## src/rtl/wb_mem_2_ppfifo_pkg.sv

```systemverilog
// Shared types and constants for the memory-to-ppfifo reader.
// The FSM states, the byte-select value and the default bank bases live here.
package wb_mem_2_ppfifo_pkg;

    typedef enum logic [2:0] {
        IDLE,
        MEM_REQ,
        MEM_WAIT,
        FIFO_WR,
        RELEASE
    } state_t;

    localparam logic [3:0]  SEL_ALL        = 4'hF;
    localparam logic [31:0] DEF_MEM_0_BASE = 32'h0000_0000;
    localparam logic [31:0] DEF_MEM_1_BASE = 32'h0010_0000;

endpackage

```

## src/rtl/mem_bank_ctrl.sv

```systemverilog
// One software-armed memory bank: latches base/size on arm and tracks
// how many words have been read out until the bank is drained.
module mem_bank_ctrl (
    input  logic        clk,
    input  logic        rst_n,
    input  logic        i_arm,
    input  logic [31:0] i_base,
    input  logic [31:0] i_size,
    input  logic        i_advance,
    output logic [31:0] o_adr,
    output logic [31:0] o_count,
    output logic        o_empty,
    output logic        o_last
);

    logic [31:0] base_q, base_d;
    logic [31:0] size_q, size_d;
    logic [31:0] count_q, count_d;
    logic        empty_q, empty_d;
    logic [31:0] count_inc;

    assign count_inc = count_q + 32'd1;

    // Arming is only honoured on a drained bank, so an active bank
    // can never have its base or size changed under it.
    always_comb begin
        base_d  = base_q;
        size_d  = size_q;
        count_d = count_q;
        empty_d = empty_q;
        if (i_arm && empty_q && (i_size != 32'd0)) begin
            base_d  = i_base;
            size_d  = i_size;
            count_d = 32'd0;
            empty_d = 1'b0;
        end else if (i_advance && !empty_q) begin
            count_d = count_inc;
            if (count_inc == size_q) begin
                empty_d = 1'b1;
            end
        end
    end

    always_ff @(posedge clk or negedge rst_n) begin
        if (!rst_n) begin
            base_q  <= 32'd0;
            size_q  <= 32'd0;
            count_q <= 32'd0;
            empty_q <= 1'b1;
        end else begin
            base_q  <= base_d;
            size_q  <= size_d;
            count_q <= count_d;
            empty_q <= empty_d;
        end
    end

    assign o_adr   = base_q + count_q;
    assign o_count = count_q;
    assign o_empty = empty_q;
    assign o_last  = (count_inc == size_q);

endmodule

```

## src/rtl/wb_mem_2_ppfifo.sv

```systemverilog
// Wishbone master that drains two alternating memory banks into the
// write side of a ping-pong FIFO, one word per three-cycle transaction.
module wb_mem_2_ppfifo
    import wb_mem_2_ppfifo_pkg::*;
#(
    parameter logic [31:0] DEFAULT_MEM_0_BASE = DEF_MEM_0_BASE,
    parameter logic [31:0] DEFAULT_MEM_1_BASE = DEF_MEM_1_BASE,
    parameter int          FIFO_SIZE_WIDTH    = 24
) (
    input  logic                       clk,
    input  logic                       rst_n,
    input  logic                       i_enable,
    input  logic [31:0]                i_memory_0_base,
    input  logic [31:0]                i_memory_0_size,
    input  logic                       i_memory_0_new_data,
    input  logic [31:0]                i_memory_1_base,
    input  logic [31:0]                i_memory_1_size,
    input  logic                       i_memory_1_new_data,
    output logic [31:0]                o_memory_0_count,
    output logic [31:0]                o_memory_1_count,
    output logic                       o_memory_0_empty,
    output logic                       o_memory_1_empty,
    output logic [31:0]                o_default_mem_0_base,
    output logic [31:0]                o_default_mem_1_base,
    output logic                       o_read_finished,
    output logic                       o_mem_we,
    output logic                       o_mem_stb,
    output logic                       o_mem_cyc,
    output logic [3:0]                 o_mem_sel,
    output logic [31:0]                o_mem_adr,
    output logic [31:0]                o_mem_dat,
    input  logic [31:0]                i_mem_dat,
    input  logic                       i_mem_ack,
    input  logic                       i_mem_int,
    input  logic [1:0]                 i_ppfifo_rdy,
    output logic [1:0]                 o_ppfifo_act,
    input  logic [FIFO_SIZE_WIDTH-1:0] i_ppfifo_size,
    output logic                       o_ppfifo_stb,
    output logic [31:0]                o_ppfifo_data
);

    state_t                     state_q, state_d;
    logic                       bank_q, bank_d;
    logic [1:0]                 act_q, act_d;
    logic                       stb_q, stb_d;
    logic [31:0]                adr_q, adr_d;
    logic [31:0]                dat_q, dat_d;
    logic                       fstb_q, fstb_d;
    logic [FIFO_SIZE_WIDTH-1:0] fcnt_q, fcnt_d;
    logic                       fin_q, fin_d;

    logic [FIFO_SIZE_WIDTH-1:0] fcnt_inc;
    logic [1:0]                 adv;
    logic [31:0]                adr0, adr1;
    logic                       last0, last1;
    logic                       cur_empty, cur_last;
    logic [31:0]                cur_adr;
    logic                       unused_int;

    assign unused_int = i_mem_int;

    mem_bank_ctrl u_bank0 (
        .clk       (clk),
        .rst_n     (rst_n),
        .i_arm     (i_memory_0_new_data),
        .i_base    (i_memory_0_base),
        .i_size    (i_memory_0_size),
        .i_advance (adv[0]),
        .o_adr     (adr0),
        .o_count   (o_memory_0_count),
        .o_empty   (o_memory_0_empty),
        .o_last    (last0)
    );

    mem_bank_ctrl u_bank1 (
        .clk       (clk),
        .rst_n     (rst_n),
        .i_arm     (i_memory_1_new_data),
        .i_base    (i_memory_1_base),
        .i_size    (i_memory_1_size),
        .i_advance (adv[1]),
        .o_adr     (adr1),
        .o_count   (o_memory_1_count),
        .o_empty   (o_memory_1_empty),
        .o_last    (last1)
    );

    assign cur_empty = bank_q ? o_memory_1_empty : o_memory_0_empty;
    assign cur_last  = bank_q ? last1 : last0;
    assign cur_adr   = bank_q ? adr1 : adr0;
    assign fcnt_inc  = fcnt_q + FIFO_SIZE_WIDTH'(1);
    assign adv       = (state_q == FIFO_WR) ? (bank_q ? 2'b10 : 2'b01) : 2'b00;

    always_comb begin
        state_d = state_q;
        bank_d  = bank_q;
        act_d   = act_q;
        stb_d   = stb_q;
        adr_d   = adr_q;
        dat_d   = dat_q;
        fstb_d  = 1'b0;
        fcnt_d  = fcnt_q;
        fin_d   = 1'b0;
        unique case (state_q)
            IDLE: begin
                if (i_enable && !cur_empty && (i_ppfifo_rdy != 2'b00)) begin
                    act_d   = i_ppfifo_rdy[0] ? 2'b01 : 2'b10;
                    fcnt_d  = '0;
                    state_d = MEM_REQ;
                end
            end
            MEM_REQ: begin
                stb_d   = 1'b1;
                adr_d   = cur_adr;
                state_d = MEM_WAIT;
            end
            // The read always completes, even if enable drops meanwhile.
            MEM_WAIT: begin
                if (i_mem_ack) begin
                    dat_d   = i_mem_dat;
                    stb_d   = 1'b0;
                    fstb_d  = 1'b1;
                    state_d = FIFO_WR;
                end
            end
            FIFO_WR: begin
                fcnt_d = fcnt_inc;
                if (cur_last) begin
                    fin_d   = 1'b1;
                    bank_d  = ~bank_q;
                    state_d = RELEASE;
                end else if ((fcnt_inc == i_ppfifo_size) || !i_enable) begin
                    state_d = RELEASE;
                end else begin
                    state_d = MEM_REQ;
                end
            end
            RELEASE: begin
                act_d   = 2'b00;
                state_d = IDLE;
            end
            default: state_d = IDLE;
        endcase
    end

    always_ff @(posedge clk or negedge rst_n) begin
        if (!rst_n) begin
            state_q <= IDLE;
            bank_q  <= 1'b0;
            act_q   <= 2'b00;
            stb_q   <= 1'b0;
            adr_q   <= 32'd0;
            dat_q   <= 32'd0;
            fstb_q  <= 1'b0;
            fcnt_q  <= '0;
            fin_q   <= 1'b0;
        end else begin
            state_q <= state_d;
            bank_q  <= bank_d;
            act_q   <= act_d;
            stb_q   <= stb_d;
            adr_q   <= adr_d;
            dat_q   <= dat_d;
            fstb_q  <= fstb_d;
            fcnt_q  <= fcnt_d;
            fin_q   <= fin_d;
        end
    end

    assign o_default_mem_0_base = DEFAULT_MEM_0_BASE;
    assign o_default_mem_1_base = DEFAULT_MEM_1_BASE;
    assign o_read_finished      = fin_q;
    assign o_mem_we             = 1'b0;
    assign o_mem_stb            = stb_q;
    assign o_mem_cyc            = stb_q;
    assign o_mem_sel            = SEL_ALL;
    assign o_mem_adr            = adr_q;
    assign o_mem_dat            = 32'd0;
    assign o_ppfifo_act         = act_q;
    assign o_ppfifo_stb         = fstb_q;
    assign o_ppfifo_data        = dat_q;

endmodule
```

## config.mk

```make
export PLATFORM = sky130hd
export DESIGN_NAME = wb_mem_2_ppfifo
export DESIGN_NICKNAME = d
export VERILOG_FILES = /design/src/rtl/wb_mem_2_ppfifo_pkg.sv /design/src/rtl/mem_bank_ctrl.sv /design/src/rtl/wb_mem_2_ppfifo.sv
export SDC_FILE = /design/constraint.sdc
export NUM_CORES = 1
export LEC_CHECK = 0
export ABC_AREA = 1
export BUFFER_PORTS_ARGS = -buffer_cell sky130_fd_sc_hd__buf_2
export CAP_MARGIN = 10
export CORE_MARGIN = 2
export CORE_UTILIZATION = 54
export DETAILED_ROUTE_END_ITERATION = 12
export PLACE_DENSITY = 0.9
export RECOVER_POWER = 50
export SLEW_MARGIN = 20
export SYNTH_ARGS = -nofsm -noshare
export SYNTH_HDL_FRONTEND = slang
export SYNTH_SLANG_ARGS = --single-unit
```

## constraint.sdc

```tcl
create_clock -name clk -period 3.1 [get_ports clk]
set_input_delay 0.155 -clock clk [delete_from_list [all_inputs] [get_ports clk]]
set_output_delay 0.155 -clock clk [all_outputs]
set_load 0.02 [all_outputs]
```

; ---- Word level (Yosys, flattened, before mapping)
; Cells that the tools add are included.
[op_classes]
n_bitwise = 1
n_reduce_logical = 32
add_sub_neg = 5
muxes = 31
n_eq_ne = 9
[op_table]
columns = operator, count
row1 = $mux W32, 5
row2 = $add A32 B1 Y32 const B, 2
row3 = $add A32 B32 Y32, 2
row4 = $eq A32 B32 Y1, 2
row5 = $reduce_bool A32 Y1, 2
row6 = $pmux W24 S2, 1
row7 = $add A24 B1 Y24 const B, 1
row8 = $eq A24 B24 Y1, 1
row9 = $mux W24, 1
row10 = $reduce_and A2 Y1, 8
row11 = $reduce_bool A2 Y1, 8
row12 = $mux W1, 13
row13 = $mux W3, 4
row14 = $pmux W3 S4, 1
row15 = $logic_and A1 B1 Y1, 8
row16 = $mux W2, 4
row17 = $eq A3 B2 Y1 const B, 2
row18 = $logic_not A1 Y1, 4
row19 = $ne A2 B2 Y1 const B, 2
row20 = $pmux W2 S2, 1
row21 = $eq A3 B1 Y1 const B, 1
row22 = $eq A3 B3 Y1 const B, 1
row23 = $logic_not A3 Y1, 1
row24 = $pmux W1 S2, 1
row25 = 2 further kinds, 2
[totals]
register_bits = 291

; ---- Depth between registers and ports, before layout
; Gate-level depths: netlist (run 1).
[logic_depth]
ltp_word = 6
depth_mapped = 19
mapped_depth_nobuf = 19

; ---- By module
; A second synthesis (run 1) with hierarchy kept.
[unflattened]
hier_cells = 2999
area_unflattened_um2 = 20577.2
[by_module_without_submodules]
columns = module, cells_each, area_each_um2, seq_area_each_um2, instances
row1 = mem_bank_ctrl, 1093, 7324.5, 2428.6, 2
row2 = wb_mem_2_ppfifo, 813, 5928.2, 2427.3, 1

; ---- Least setup slack after synthesis (run 1)
; No wires, ideal clock.
[synth_path]
path_kind = flip-flop to flip-flop
startpoint = register u_bank1.count_q[0] (netlist: u_bank1.o_count[0])
endpoint = register adr_q[20] (netlist: o_mem_adr[20])
required_ns = 3.035
setup_time_ns = 0.065
stages_incl_launch_ff = 16
arrival_ns = 2.457
n_path_buf = 0
setup_slack_ns = 0.578
cell_sequence = dfrtp_1 ha_1 inv_1 fa_1 o21ai_1 a21oi_1 o21ai_1 nand2_1 nand2_1 nor2_1 inv_1 nand2_1 or2_2 nand3_1 nand3_1 nand2_1
[synth_between]
elab_chain_len = 2
[synth_lines]
columns = element, line_no
row1 = start: declaration, mem_bank_ctrl.sv:18  ; logic [31:0] count_q, count_d;
row2 = start signal: assignment, mem_bank_ctrl.sv:53  ; count_q <= count_d;
row3 = $add A32 B32 Y32, mem_bank_ctrl.sv:58  ; assign o_adr = base_q + count_q;
row4 = $mux W32, wb_mem_2_ppfifo.sv:90  ; assign cur_adr = bank_q ? adr1 : adr0;
row5 = end signal: assignment, wb_mem_2_ppfifo.sv:162  ; adr_q <= adr_d;
row6 = end: declaration, wb_mem_2_ppfifo.sv:46  ; logic [31:0] adr_q, adr_d;
; No other way between the ends.
; A chain may end at the register's enable or synchronous reset.

; ---- Final worst setup path (run 1)
[layout_path]
startpoint = register u_bank0.count_q[2] (netlist: u_bank0.o_count[2])
endpoint = register adr_q[21] (netlist: o_mem_adr[21])
[layout_between]
elab_chain_len = 2
[layout_lines]
columns = element, line_no
row1 = start: declaration, mem_bank_ctrl.sv:18
row2 = start signal: assignment, mem_bank_ctrl.sv:53
row3 = $add A32 B32 Y32, mem_bank_ctrl.sv:58
row4 = $mux W32, wb_mem_2_ppfifo.sv:90
; No other way between the ends.

==> impl_metrics.json, run 1 <==
{
  "first_pass_iters": 6,
  "status": "finished, violations left",
  "drive_above_1_share": 0.1098,
  "hold_viol": 0,
  "tns_ns": 0,
  "routed_wl_um": 70630,
  "maxCapViolations": 1,
  "setup.worst_path.start_class": "register",
  "top_level_ports": 430,
  "syn_area_per_cell_um2": 6.706,
  "htree_levels": 2,
  "die_x_um": 197.0,
  "ant_nets": 0,
  "gp_congestion": 1.046,
  "tightest_slew_ns": 2.425,
  "synth_edf_count": 0,
  "grt-ovfl-total": 0,
  "seqPwrFrac": 0.334,
  "critPathArrivalTime_ns": 3.31,
  "fin_ws_ns": 0.2038,
  "wl_per_cell_um": 17.69,
  "placed_area_mm2": 0.02204,
  "antenna_found_initial": 1,
  "cts_max_path_buffers": 3,
  "synthDistinctLibCells": 51,
  "p_comb_frac": 0.402,
  "drt_iter0_drc": 2194,
  "fillers": 3093,
  "final_cell_area_mm2": 0.02486,
  "viasPerCell": 5.583,
  "peakVddDrop_uv": 474.3,
  "die_y_um": 197.0,
  "internal_power_mw": 9.993,
  "grt_usage": 0.3590,
  "finalNetCount": 3757,
  "drc_errors": 0,
  "worstPathCellList": "ha_1 > a21oi_1 > o21ai_0 > nand2_1 > nand2_1 > a31oi_1 > o21ai_0 > nand2_1 > nand2_1 > a21oi_1 > o21ai_0 > nand3_1 > nand2_1",
  "clkTransAtPathRegs_ns": 0.06,
  "timing.slew.headroom": -0.6166,
  "root_buffer": "clkbuf_16",
  "netlist_area_mm2": 0.02011,
  "path_max_fanout": 9,
  "dp.cells": 3765,
  "clkPwrFrac": 0.264,
  "num_vias": 22290,
  "p_leak_nw": 12.98,
  "die-area_mm2": 0.03880,
  "switching_power_mw": 7.485,
  "grt_max_degree": 96,
  "worstSetupPathType": "register to register",
  "cp_common_cell": "nand2_1",
  "stdcell_count": 3993,
  "grt_pass1_vias": 21080,
  "synth_ff_type": "dfrtp_1",
  "syn2layout_area_growth_pct": 23.60,
  "start_util": 0.5494,
  "hold_path_class": "primary input to register",
  "core_mm2": 0.03661,
  "synth-seq-cells": 291,
  "post_cts_buffers": 0,
  "synth-async-reset-ratio": 1.000,
  "setup_viol": 0,
  "clock-sinks": 291,
  "yosys_warnings": 0,
  "yosysSeqAreaShare": 0.3622,
  "io_buffers": 327,
  "swShare": 0.4282,
  "dp_hpwl_um": 49840,
  "violations": "capacitance limit, slew limit",
  "grt_pass1_wl_um": 109700,
  "dp_slack_ns": 0.2579,
  "power_mw": 17.48,
  "max_stage_delay_ns": 0.47,
  "slowest_stage": "dfrtp_1",
  "rsz0062_at_grt": "no",
  "rows": 70,
  "final_util": 0.6790,
  "fin_crit_sh": 0.9343,
  "fmaxAchievable_mhz": 345.3,
  "slew_viol_final": 92,
  "whs_ns": 0.03455,
  "insertion_delay_ns": 0.55,
  "end_kind": "register",
  "synth_cells": 2999,
  "tritoncts": "done",
  "final.min_clock_period_ns": 2.896,
  "power.density_mw_per_mm2": 703.1,
  "crit_required_ns": 3.51,
  "skew_ns": 0.02511,
  "cts-buffers-inserted": 35
}
## layer usage
| metal | global-route usage | routed length [µm] | vias up |
|---|---|---|---|
| met3 | 0.1092 | 8678 | 306 |
| li1 | - | - | 10550 |
| met4 | 0.1749 | 4073 | 0 |
| met1 | 0.4643 | 27590 | 10070 |
| met2 | 0.5490 | 30280 | 1377 |
| met5 | 0 | 0 | - |
## cell type report
class | count | area, µm² | area share
inverter | 316 | 1186 | 0.04772
clock inverter | 16 | 279.0 | 0.01122
tap | 468 | 585.6 | 0.02356
timing repair buffer | 526 | 3473 | 0.1397
sequential | 291 | 7286 | 0.2931
antenna | 2 | 5.005 | 0.0002013
clock buffer | 47 | 993.5 | 0.03996
multi-input combinational | 2327 | 11050 | 0.4445
## power groups by stage
stage	Clock [mW]	Sequential [mW]	Combinational, mW
after floorplan	0	6.24	4.09
after detailed placement	0	5.81	6.79
after global placement	0	5.77	6.66
after global routing	4.78	5.92	7.79
final	4.61	5.83	7.03
after CTS	4.65	5.76	6.99
## worst max-delay path, delay by kind of cell, from the launching register on
| family | cells | cell delay (ns) |
|---|---|---|
| and+or+nand+nor | 6 | 0.51 |
| AOI/OAI and AO/OA | 6 | 1.39 |
| DFF | 1 | 0.47 |
| adders and majority gates | 1 | 0.39 |
## cells in the final DEF, fill, tap and decap left out, drive strengths merged, types with 4 or more instances in the layout
master       Yosys  layout
nand2         1076    1076
inv            311     314
nor2           293     293
buf            106     291
dfrtp          289     289
nand3          201     201
o21ai          186     186
dlygate4sd3      0     163
clkbuf          58     119
a21oi          111     111
conb             2     101
ha              65      65
nand4           47      47
a31oi           37      37
o22ai           36      36
nand3b          33      33
xor2            29      29
nor3            22      22
xnor2           14      14
a21o            13      13
nor4            12      12
clkinv           5       9
bufinv           0       7
or2              6       6
o211ai           5       5
nor3b            4       4
xnor3            4       4
o221ai           4       4
a221oi           4       4
## kinds of logic (layout without fill, tap and decap cells)
family	Yosys count	after routing	share of synthesized area
buffers and inverters	480	905	0.1087
other	2	103	0.0003734
adders and majority gates	67	67	0.04243
DFF	291	291	0.3622
AOI/OAI and AO/OA	414	414	0.1143
and+or+nand+nor	1698	1698	0.3488
xor gates and xnor gates	47	47	0.02321
## registers in the layout, summed over array words and instances (netlist names)
signal	count
o_mem_adr	32
o_ppfifo_data	32
u_bank0.base_q	32
u_bank0.o_count	32
u_bank0.size_q	32
u_bank1.base_q	32
u_bank1.o_count	32
u_bank1.size_q	32
fcnt_q	24
state_q	3
o_ppfifo_act	2
bank_q	1
o_mem_cyc	1
o_ppfifo_stb	1
o_read_finished	1
u_bank0.o_empty	1
u_bank1.o_empty	1
## cell usage after synthesis (12+ instances only)
master    number  share of area
clkbuf_1      58          0.011
ha_1          65          0.040
inv_1        306          0.057
a21oi_1      111          0.028
nor2_2        12         0.0037
o21ai_1       12         0.0030
nand3_1      201          0.050
nor4_1        12         0.0037
nand4_1       47          0.015
dfrtp_1      289           0.36
nand3b_1      33          0.012
a21o_1        13         0.0049
o22ai_1       36          0.011
nor3_1        22         0.0055
xnor2_1       14         0.0061
nor2_1       279          0.052
buf_4        102          0.038
a31oi_1       37          0.012
nand2_1     1074           0.20
o21ai_0      174          0.043
xor2_1        29          0.013
## timing repair
action	in CTS	in global routing
hold endpoints to repair	251	0
gates resized for setup	0	6
hold buffers	163	0
setup endpoints to repair	0	4
## worst paths after layout
kind | from | to | slack (ns) | cells past startpoint
min reg2reg | o_ppfifo_data[16] | o_ppfifo_data[16] | 0.47 | 2
max reg2reg | u_bank0.o_count[2] | o_mem_adr[21] | 0.20 | 13
max in group asynchronous | rst_n | u_bank0.base_q[21] | 0.54 | 3
min | i_mem_ack | state_q[0] | 0.03 | 3
min in group asynchronous | rst_n | u_bank0.size_q[7] | 0.89 | 2
max | u_bank0.o_count[2] | o_mem_adr[21] | 0.20 | 13
No activity file was read; power rests on OpenSTA's default activity.
==> run 2, diff against run 1 <==
Settings changed: SYNTH_HIERARCHICAL set to 1.
==> run 2 against run 1 <==
  * The flow still finishes with violations (capacitance limit, slew limit)
  * Area after synthesis increased by 2.3%
  * Sequential share of layout area decreased by 0.42 points
  * Clock skew increased by 0.0048 ns
  * Register-to-register slack got worse by 0.06 ns
  * Power decreased by 2.3%
  * Largest cell class unchanged
  * Largest power group unchanged
==> impl_metrics.json, run 2 <==
{
  "status": "finished, violations left",
  "violations": "capacitance limit, slew limit",
  "synth_mux_area_frac": 0,
  "tightest_slew_ns": 2.168,
  "setup_viol": 0,
  "synth_compound_area_frac": 0.08598,
  "grt_pass1_wl_um": 106200,
  "reg2regPathDepth": 15,
  "start_util": 0.5476,
  "fin_ws_ns": 0.1433,
  "crit_required_ns": 3.52,
  "mostFrequentLayoutCells": "nand2_1, dfrtp_1, inv_1, nor2_1, buf_2",
  "power_mw": 17.08,
  "power.density_mw_per_mm2": 676.7,
  "top_level_ports": 430,
  "synth_edf_count": 0,
  "synth_common_cells": "nand2_1, dfrtp_1, inv_1",
  "synth-async-reset-ratio": 1.000,
  "synthAdderAreaFrac": 0.04147,
  "dp_slack_ns": 0.2113,
  "clock-sinks": 291,
  "clkTransAtPathRegs_ns": 0.06,
  "tritoncts": "done",
  "syn2layout_area_growth_pct": 22.69,
  "core_mm2": 0.03758,
  "synth-seq-cells": 291,
  "routed_wl_um": 69260,
  "clkPwrFrac": 0.254,
  "switching_power_mw": 7.398,
  "first_pass_iters": 9,
  "grt_usage": 0.3396,
  "regToRegSetupSlack_ns": 0.14,
  "synth_cells": 2999,
  "finalNetCount": 3755,
  "path_max_fanout": 9,
  "worstReg2RegEnd": "state_q[0]",
  "netlist_area_mm2": 0.02058,
  "maxCapViolations": 1,
  "final.min_clock_period_ns": 2.957,
  "grt-ovfl-total": 0,
  "swShare": 0.4330,
  "cts-buffers-inserted": 35,
  "r2r_start": "u_bank0/o_count[0]",
  "grt_pass1_vias": 20760,
  "seqPwrFrac": 0.337,
  "die_x_um": 199.2,
  "yosysMostFrequentCell": "nand2_1",
  "synthSimpleGateAreaFrac": 0.3807,
  "critPathArrivalTime_ns": 3.37,
  "yosysSeqAreaShare": 0.3540,
  "synth_ff_type": "dfrtp_1",
  "insertion_delay_ns": 0.55,
  "dp_hpwl_um": 48330,
  "hold_start": "i_ppfifo_size[20]",
  "antenna_found_initial": 2,
  "netlist.area_leader.share": 0.3515,
  "die-area_mm2": 0.03968,
  "htree_levels": 2,
  "ant_nets": 0,
  "internal_power_mw": 9.687,
  "layout_commonest_cell": "nand2_1",
  "viasPerCell": 5.497,
  "fmaxAchievable_mhz": 338.2,
  "root_buffer": "clkbuf_16",
  "grt_max_degree": 81,
  "p_comb_frac": 0.409,
  "die_y_um": 199.2,
  "num_vias": 22160,
  "yosys_warnings": 6,
  "cts_max_path_buffers": 3,
  "synth_top_family_by_area": "simple AND/OR/NAND/NOR gates",
  "drt_iter0_drc": 2495,
  "drive_above_1_share": 0.1261,
  "worstSetupPathType": "register to register",
  "peakVddDrop_uv": 610.3,
  "rows": 71,
  "holdPathStages": 6,
  "hold_viol": 0,
  "slew_viol_final": 79,
  "gp_congestion": 1.017,
  "io_buffers": 327,
  "hold_path_class": "primary input to register",
  "end_kind": "register",
  "syn_area_per_cell_um2": 6.861,
  "synth_area_leaders": "dfrtp_1, nand2_1, nand3_1",
  "yosys.area_share.xor_xnor": 0.03375,
  "hold_end": "state_q[2]",
  "timing.slew.headroom": -0.4454,
  "setup.worst_path.start_class": "register",
  "synth_top_area_cell": "dfrtp_1",
  "synthDistinctLibCells": 48,
  "wl_per_cell_um": 17.18,
  "skew_ns": 0.02993,
  "drc_errors": 0,
  "fin_crit_sh": 0.9538,
  "p_leak_nw": 13.30
}
run 2: logic make-up after synthesis:
logic type | after synthesis
flops | 291
buf+inv | 450
fa+ha+maj | 67
xor+xnor | 73
other cells | 2
simple gates | 1814
compound gates | 302
run 2: what timing repair did:
action	in CTS	in global routing
setup buffers	0	2
endpoints found under the setup margin	0	3
gates resized for setup	0	12
hold endpoints to repair	241	0
hold buffers	166	0
run 2: cell type report:
| class | instances | area, µm² |
|---|---|---|
| flip-flops and latches | 291 | 7293 |
| inverters | 279 | 1047 |
| fillers | 3156 | 12330 |
| well taps | 511 | 639.4 |
| multi-input cells | 2357 | 11560 |
| diodes | 1 | 2.502 |
| repair buffers | 531 | 3516 |
| clock inverters | 15 | 216.5 |
| clock buffers | 47 | 970.9 |
run 2: routing by layer:
metal	track usage	vias to the layer above	share of wire
met1	0.4221	10060	0.38
met2	0.5508	1360	0.46
li1	-	10450	-
met4	0.1907	2	0.060
met5	0	-	0.00017
met3	0.07122	285	0.10
run 2: critical path: stages, from the launching register on:
cell	delay, ns
dfrtp_1	0.35
ha_1	0.30
nand2_4	0.10
nor2_8	0.20
nand2_2	0.17
nor2_1	0.30
nand3_1	0.15
nand3_1	0.17
nand2_1	0.07
nor3_1	0.19
nand3b_1	0.10
nor2_1	0.25
o21ai_0	0.16
and2_1	0.19
nand3_2	0.08
a21oi_2	0.05
run 2: power groups by stage:
| stage | clock network (mW) | logic [mW] | registers (mW) |
|---|---|---|---|
| floorplan | 0 | 4.04 | 6.21 |
| global placement | 0 | 6.63 | 5.71 |
| detailed placement | 0 | 6.75 | 5.74 |
| CTS | 4.38 | 6.96 | 5.69 |
| global route | 4.54 | 7.67 | 5.84 |
| finish | 4.34 | 6.99 | 5.75 |
run 2: worst max path at each step:
stage	startpoint	end	slack [ns]
finish	u_bank0/o_count[0]	state_q[0]	0.14
global route	u_bank1/o_count[9]	state_q[0]	-0.02
CTS	u_bank1/o_count[1]	state_q[0]	0.18
detailed placement	u_bank1/o_count[1]	state_q[0]	0.21
global placement	u_bank1/o_count[0]	state_q[0]	0.30
floorplan	u_bank1/o_count[0]	state_q[0]	0.46
run 2: stage by stage:
step / utilization / instance area [µm²] / setup TNS, ns / instances / hold slack [ns]
3_5_place_dp: 0.5975 / 22450 / 0 / 3801 / 0.1980
5_1_grt: 0.6718 / 25250 / -0.01990 / 4032 / 0.1253
3_3_place_gp: 0.5975 / 22450 / 0 / 3801 / 0.1907
2_1_floorplan: - / 20950 / 0 / 3098 / -0.1406
6_report: 0.6718 / 25250 / 0 / 4032 / 0.09825
4_1_cts: 0.6733 / 25300 / 0 / 4029 / 0.06513
